--- src/rtl/dzcpu_trace_buffer.sv ---
// On-chip trace capture for DZCPU/MMU events: timestamped records in a FIFO drained over valid/ready.
// Optional MMU address window filter enabled by defining TRACE_ADDR_FILTER_EN.
module dzcpu_trace_buffer #(
  parameter int DEPTH  = 16,
  parameter int TS_W   = 16,
  parameter int ADDR_W = 16,
  parameter int DATA_W = 8,
  localparam int REC_W = 2 + TS_W + ADDR_W + DATA_W
) (
  input  logic                       iClock,
  input  logic                       iReset,
  input  logic                       iFlowStart,
  input  logic [ADDR_W-1:0]          iPc,
  input  logic [DATA_W-1:0]          iOpcode,
  input  logic                       iMmuWe,
  input  logic [ADDR_W-1:0]          iMmuAddr,
  input  logic [DATA_W-1:0]          iMmuData,
  input  logic                       iEof,
  input  logic [DATA_W-1:0]          iFlags,
  input  logic                       iArm,
  input  logic                       iTrigPcEn,
  input  logic [ADDR_W-1:0]          iTrigPc,
  input  logic                       iWrapMode,
`ifdef TRACE_ADDR_FILTER_EN
  input  logic [ADDR_W-1:0]          iFiltLo,
  input  logic [ADDR_W-1:0]          iFiltHi,
`endif
  output logic [1:0]                 oState,
  output logic                       oRdValid,
  input  logic                       iRdReady,
  output logic [REC_W-1:0]           oRdData,
  output logic [$clog2(DEPTH):0]     oCount,
  output logic [7:0]                 oDropCnt
);

  localparam int AW = $clog2(DEPTH);
  localparam int CW = AW + 1;

  typedef enum logic [1:0] {
    ST_IDLE    = 2'b00,
    ST_ARMED   = 2'b01,
    ST_CAPTURE = 2'b10,
    ST_FROZEN  = 2'b11
  } state_t;

  state_t             state_q, state_d;
  logic [CW-1:0]      wr_ptr_q, wr_ptr_d;
  logic [CW-1:0]      rd_ptr_q, rd_ptr_d;
  logic [TS_W-1:0]    ts_q, ts_d;
  logic [7:0]         drop_q, drop_d;
  logic               rd_valid_q, rd_valid_d;
  logic [REC_W-1:0]   rd_data_q, rd_data_d;
  logic [REC_W-1:0]   mem_q [DEPTH];

  logic               mmu_pass;
  logic               trig_hit, cap_en;
  logic               mmu_cand, flow_cand, eof_cand;
  logic [1:0]         n_cand;
  logic [1:0]         type_sel;
  logic [ADDR_W-1:0]  addr_sel;
  logic [DATA_W-1:0]  data_sel;
  logic [REC_W-1:0]   wr_rec;
  logic               full, pop, push, ovw, mem_we;
  logic [CW-1:0]      next_count;
  logic [1:0]         drop_inc;
  logic [8:0]         drop_sum;
  logic [REC_W-1:0]   head;

`ifdef TRACE_ADDR_FILTER_EN
  assign mmu_pass = (iMmuAddr >= iFiltLo) && (iMmuAddr <= iFiltHi);
`else
  assign mmu_pass = 1'b1;
`endif

  // Event selection: the trigger flow-start is recorded from ARMED, everything else only in CAPTURE.
  always_comb begin
    trig_hit  = (state_q == ST_ARMED) && iTrigPcEn && iFlowStart && (iPc == iTrigPc);
    cap_en    = (state_q == ST_CAPTURE);
    mmu_cand  = cap_en && iMmuWe && mmu_pass;
    flow_cand = (cap_en && iFlowStart) || trig_hit;
    eof_cand  = cap_en && iEof;
    n_cand    = 2'(mmu_cand) + 2'(flow_cand) + 2'(eof_cand);
    type_sel  = 2'b00;
    addr_sel  = '0;
    data_sel  = '0;
    if (mmu_cand) begin
      type_sel = 2'b10;
      addr_sel = iMmuAddr;
      data_sel = iMmuData;
    end else if (flow_cand) begin
      type_sel = 2'b01;
      addr_sel = iPc;
      data_sel = iOpcode;
    end else if (eof_cand) begin
      type_sel = 2'b11;
      addr_sel = iPc;
      data_sel = iFlags;
    end
    wr_rec = {type_sel, ts_q, addr_sel, data_sel};
  end

  always_comb begin
    full       = (wr_ptr_q[AW] != rd_ptr_q[AW]) && (wr_ptr_q[AW-1:0] == rd_ptr_q[AW-1:0]);
    pop        = rd_valid_q && iRdReady;
    push       = (n_cand != 2'd0) && (!full || pop || iWrapMode) && !iArm;
    ovw        = push && full && !pop;
    mem_we     = push;

    state_d    = state_q;
    ts_d       = (state_q != ST_IDLE) ? ts_q + TS_W'(1) : ts_q;
    wr_ptr_d   = wr_ptr_q + CW'(push);
    rd_ptr_d   = rd_ptr_q + CW'(pop || ovw);
    next_count = wr_ptr_d - rd_ptr_d;

    // Losing coincident events plus any overwritten oldest record are all lost events.
    drop_inc   = (push ? n_cand - 2'd1 : 2'd0) + 2'(ovw);
    drop_sum   = {1'b0, drop_q} + 9'(drop_inc);
    drop_d     = drop_sum[8] ? 8'hFF : drop_sum[7:0];

    unique case (state_q)
      ST_IDLE:    state_d = ST_IDLE;
      ST_ARMED:   if (!iTrigPcEn || trig_hit) state_d = ST_CAPTURE;
      ST_CAPTURE: if (!iWrapMode && (n_cand != 2'd0) && (next_count == CW'(DEPTH)))
                    state_d = ST_FROZEN;
      ST_FROZEN:  state_d = ST_FROZEN;
      default:    state_d = ST_IDLE;
    endcase

    // Output register preloads the next head; bypass when this cycle's write lands on it.
    if (push && (wr_ptr_q == rd_ptr_d)) head = wr_rec;
    else                                head = mem_q[rd_ptr_d[AW-1:0]];
    rd_valid_d = (wr_ptr_d != rd_ptr_d);
    rd_data_d  = rd_valid_d ? head : '0;

    if (iArm) begin
      state_d    = ST_ARMED;
      ts_d       = '0;
      wr_ptr_d   = '0;
      rd_ptr_d   = '0;
      drop_d     = '0;
      rd_valid_d = 1'b0;
      rd_data_d  = '0;
    end
  end

  always_ff @(posedge iClock or posedge iReset) begin
    if (iReset) begin
      state_q    <= ST_IDLE;
      ts_q       <= '0;
      wr_ptr_q   <= '0;
      rd_ptr_q   <= '0;
      drop_q     <= '0;
      rd_valid_q <= 1'b0;
      rd_data_q  <= '0;
    end else begin
      state_q    <= state_d;
      ts_q       <= ts_d;
      wr_ptr_q   <= wr_ptr_d;
      rd_ptr_q   <= rd_ptr_d;
      drop_q     <= drop_d;
      rd_valid_q <= rd_valid_d;
      rd_data_q  <= rd_data_d;
    end
  end

  always_ff @(posedge iClock) begin
    if (mem_we) mem_q[wr_ptr_q[AW-1:0]] <= wr_rec;
  end

  assign oState   = state_q;
  assign oRdValid = rd_valid_q;
  assign oRdData  = rd_data_q;
  assign oCount   = wr_ptr_q - rd_ptr_q;
  assign oDropCnt = drop_q;

endmodule

--- config.mk ---
export PLATFORM = sky130hd
export DESIGN_NAME = dzcpu_trace_buffer
export DESIGN_NICKNAME = d
export VERILOG_FILES = /design/src/rtl/dzcpu_trace_buffer.sv
export SDC_FILE = /design/constraint.sdc
export NUM_CORES = 1
export LEC_CHECK = 0
export CORE_ASPECT_RATIO = 0.9
export CORE_MARGIN = 5
export CORE_UTILIZATION = 30
export CTS_CLUSTER_DIAMETER = 120
export DETAILED_ROUTE_END_ITERATION = 12
export MAX_ROUTING_LAYER = met4
export SLEW_MARGIN = 0
export SYNTH_ARGS = -nofsm -noshare
export SYNTH_HDL_FRONTEND = slang
export SYNTH_SLANG_ARGS = --single-unit
--- constraint.sdc ---
create_clock -name iClock -period 15.9 [get_ports iClock]
set_input_delay 3.18 -clock iClock [delete_from_list [all_inputs] [get_ports iClock]]
set_output_delay 3.18 -clock iClock [all_outputs]
set_load 0.02 [all_outputs]
==> run_results.csv <==
group,metric,value,unit
timing,finalSetupViolCount,0,
clock_network,clock_latency,0.63,ns
floorplan,num_rows,109,
clock_network,cts_tree,"built",
yosys,netlist_instances,1596,
clock_network,clkSinkCount,751,
setup_path,critPathKind,"in2reg",
yosys,synth.area.top_cells,"edfxtp_1 (67%), mux4_2 (12%), dfrtp_1 (6.6%)",
setup_path,path_cells,"clkdlybuf4s50_1, and4b_1, nand4_1, nor3_1, a22o_1, fa_1, inv_1, ha_1, a211o_1, inv_1, nand2_1, nand2_1, ha_4, ha_4, buf_12, inv_1, ha_1, and2_1, a41o_1, inv_1, buf_4, nand2b_1, a311oi_1, a31o_2",
floorplan,dieWidth,342.8,um
yosys,synth_fp_nets,1697,
floorplan,core_area,0.09860,mm2
setup_path,cp.arrival,11.59,ns
cells_and_area,area_growth,19.78,%
setup_path,crit_fanout,149,
floorplan,die_h,309.5,um
setup_path,cp_num_buf_inv,7,
global_route,track_usage,0.1447,
yosys,synth.most_common_cell,"edfxtp_1",
placement,routabilityCongestion,0.7529,
clock_network,post_cts_resize_count,0,
power_and_ir_drop,p_leak,0.01148,uW
cells_and_area,antenna_cells,0,
timing,hold_viol_final,0,
yosys,synth.distinct_cells,48,
placement,port_buffers,138,
global_route,gr-total-overflow,0,
setup_path,ff2ff_path_depth,23,
power_and_ir_drop,vdd_drop_max,0.07544,mV
timing,clock_skew,0.02224,ns
setup_path,start_kind,"primary input",
floorplan,num_io_pins,139,
timing,setup_tns,0,ns
setup_path,cpMostUsedCell,"inv_1",
setup_path,cp-end-kind,"register",
timing,fin_crit,11.03,ns
drt,firstDrtPassIters,5,
drt,routed_via_density,5.005,
setup_path,crit_cells,24,
cells_and_area,final_cell_area,0.03582,mm2
power_and_ir_drop,p_per_area,125.4,mW/mm2
setup_path,slowest_stage,"nor3_1",
timing,rsz0062_at_grt,"no",
cells_and_area,n_fill_cell,8973,
yosys,synth_top_area_cell,"edfxtp_1",
yosys,synth_area_per_cell,18.74,um2
drt,vias,15810,
yosys,synth_flop_cell,"edfxtp_1",
cells_and_area,finalNetCount,1860,
job,timing.max_cap.violations,0,
drt,drc,0,
worst_hold_path,hold_path_depth,2,
cells_and_area,post-route-util,0.3632,
placement,dp_hpwl,38.24,mm
placement,place_area,0.03303,mm2
yosys,ys_top_cells_by_count,"edfxtp_1 (672), mux4_2 (162), nand2_1 (118), dfrtp_1 (79), nor2_1 (61)",
global_route,grt_first_pass_wirelength,111.5,mm
timing,timing.fmax,90.66,MHz
timing,tightestPinTransition,1.156,ns
power_and_ir_drop,p_total,4491,uW
floorplan,die_area,0.1061,mm2
status,status,"finished, final reports clean",
clock_network,path_clk_slew,0.06,ns
yosys,syn_area,0.02990,mm2
yosys,synth_edf_count,672,
yosys,ys_seq_elements,751,
drt,drt-wirelength-per-cell,23.74,um
timing,timing.final.max_slew_violations,0,
cells_and_area,stdcell_count,3159,
drt,antenna_left,0,
yosys,ys_seq_area_frac,0.7410,
global_route,antenna_found_initial,1,
clock_network,htreeDepth,3,
drt,drt_iter0_drc,1489,
setup_path,max_stage_delay,0.89,ns
yosys,yosysWarnings,0,
yosys,synthArstFlopShare,0.1052,
clock_network,clockBufferDepth,3,
clock_network,cts_root_buffer,"clkbuf_16",
setup_path,crit_required,16.46,ns
clock_network,cts_hold_buf,0,
cells_and_area,drive_gt1_frac,0.1943,
timing,relSlewSlack,0.2236,
clock_network,cts_buffers,80,
global_route,grt_pass1_vias,16690,
placement,dpl.cell_count,3009,
drt,wl,75.00,mm
floorplan,initial_core_util,0.3032,
setup_path,critPathTopFamily,"buffers and inverters",
global_route,grt_max_degree,150,
timing,fin_crit_sh,0.6937,
clock_network,post_cts_buffers,0,
yosys,synth_top_area_frac,0.6749,
worst_hold_path,hp-class,"reg2reg",
## stage by stage
| stage | setup slack [ns] | hold WS (ns) |
|---|---|---|
| 2_1_floorplan | 7.365 | 0.5533 |
| 3_3_place_gp | 4.332 | 0.5789 |
| 3_5_place_dp | 4.146 | 0.5830 |
| 4_1_cts | 4.786 | 0.5978 |
| 5_1_grt | 4.348 | 0.6273 |
| 6_report | 4.870 | 0.5901 |
## worst reg2reg max path, cell delays in order, from the launching register on
cell,delay (ns)
dfrtp_1,0.48
and4b_1,0.48
nand4_1,0.14
nor3_1,0.89
a22o_1,0.41
fa_1,0.49
inv_1,0.08
ha_1,0.16
a211o_1,0.23
inv_1,0.13
nand2_1,0.10
nand2_1,0.09
ha_4,0.18
ha_4,0.27
buf_12,0.69
inv_1,0.80
ha_1,0.52
and2_1,0.16
a41o_1,0.26
inv_1,0.06
buf_4,0.34
nand2b_1,0.69
a311oi_1,0.55
a31o_2,0.16
## flip-flops by register name (all words and copies together), names as in the netlist
register and count:
ts_q 16, mem_q 672, oDropCnt 8, rd_ptr_q 5, oState 2, wr_ptr_q 5
oRdData 42, oRdValid 1
## worst paths after layout
path                                  startpoint               endpoint  slack (ns)
max                                   iFlowStart   oRdData[8]$_DFF_PP0_        4.87
min                        rd_ptr_q[4]$_DFF_PP0_  rd_ptr_q[4]$_DFF_PP0_        0.59
max reg2reg                oState[0]$_DFFE_PP0P_   oRdData[8]$_DFF_PP0_        7.48
min reg2reg                rd_ptr_q[4]$_DFF_PP0_  rd_ptr_q[4]$_DFF_PP0_        0.59
max in group asynchronous                 iReset  oRdData[19]$_DFF_PP0_       11.71
min in group asynchronous                 iReset  oDropCnt[4]$_DFF_PP0_        2.90
## power breakdown
| group | total (uW) | internal (uW) | switching, uW | leakage (uW) |
|---|---|---|---|---|
| registers | 2180 | 2160 | 17.9 | 0.00717 |
| clock network | 1960 | 1190 | 776 | 0.00137 |
| logic | 347 | 167 | 179 | 0.00294 |
| total | 4490 | 3520 | 973 | 0.0115 |
## routing by layer
metal  global-route usage  up-vias  part of all wire
met1               0.1996     8460              0.45
met4              0.03170        0             0.017
met2               0.2287      511              0.48
li1                     -     6750                 -
met5                    -        -                 0
met3              0.02321       91             0.061
## logic make-up (layout without fill, tap and decap cells)
group / count (synthesis) / after routing / synth area share
compound gates: 197 / 197 / 0.04741
xor+xnor: 50 / 50 / 0.01465
fa+ha+maj: 20 / 20 / 0.009122
buf+inv: 116 / 347 / 0.01573
flops: 751 / 751 / 0.7410
mux: 179 / 179 / 0.1277
simple gates: 283 / 283 / 0.04440
## layout by cell type (no fill, tap or decap), types with 4 or more instances in the layout
cell / n
nand4_1: 8
mux4_2: 162
a21oi_1: 37
o21ai_0: 13
a31oi_1: 16
a311oi_1: 33
a22oi_1: 5
dfrtp_1: 79
a21o_1: 4
clkdlybuf4s50_1: 138
xor2_1: 20
xnor2_1: 28
bufinv_16: 14
a31o_2: 6
nand3b_1: 4
inv_1: 20
a22o_1: 17
a211oi_1: 40
clkinv_2: 17
nand3_1: 13
a31o_1: 10
edfxtp_1: 672
nor3_1: 5
mux2i_1: 17
ha_1: 15
nor3_2: 4
nand2b_1: 5
inv_6: 4
o22ai_1: 6
clkbuf_16: 82
and2_1: 41
clkbuf_1: 12
clkinv_1: 15
nand2_1: 118
or3_1: 5
buf_4: 36
nor2b_1: 8
nor2_1: 49
nor2_4: 12
## cell type report
type / count / area, um2 / area share
tap: 1332 / 1667 / 0.04653
sequential: 751 / 22160 / 0.6186
inverter: 22 / 85.08 / 0.002375
multi-input combinational: 729 / 7451 / 0.2080
timing repair buffer: 175 / 1672 / 0.04667
clock inverter: 54 / 661.9 / 0.01848
clock buffer: 96 / 2125 / 0.05932
No activity file was read; power rests on OpenSTA's default activity.
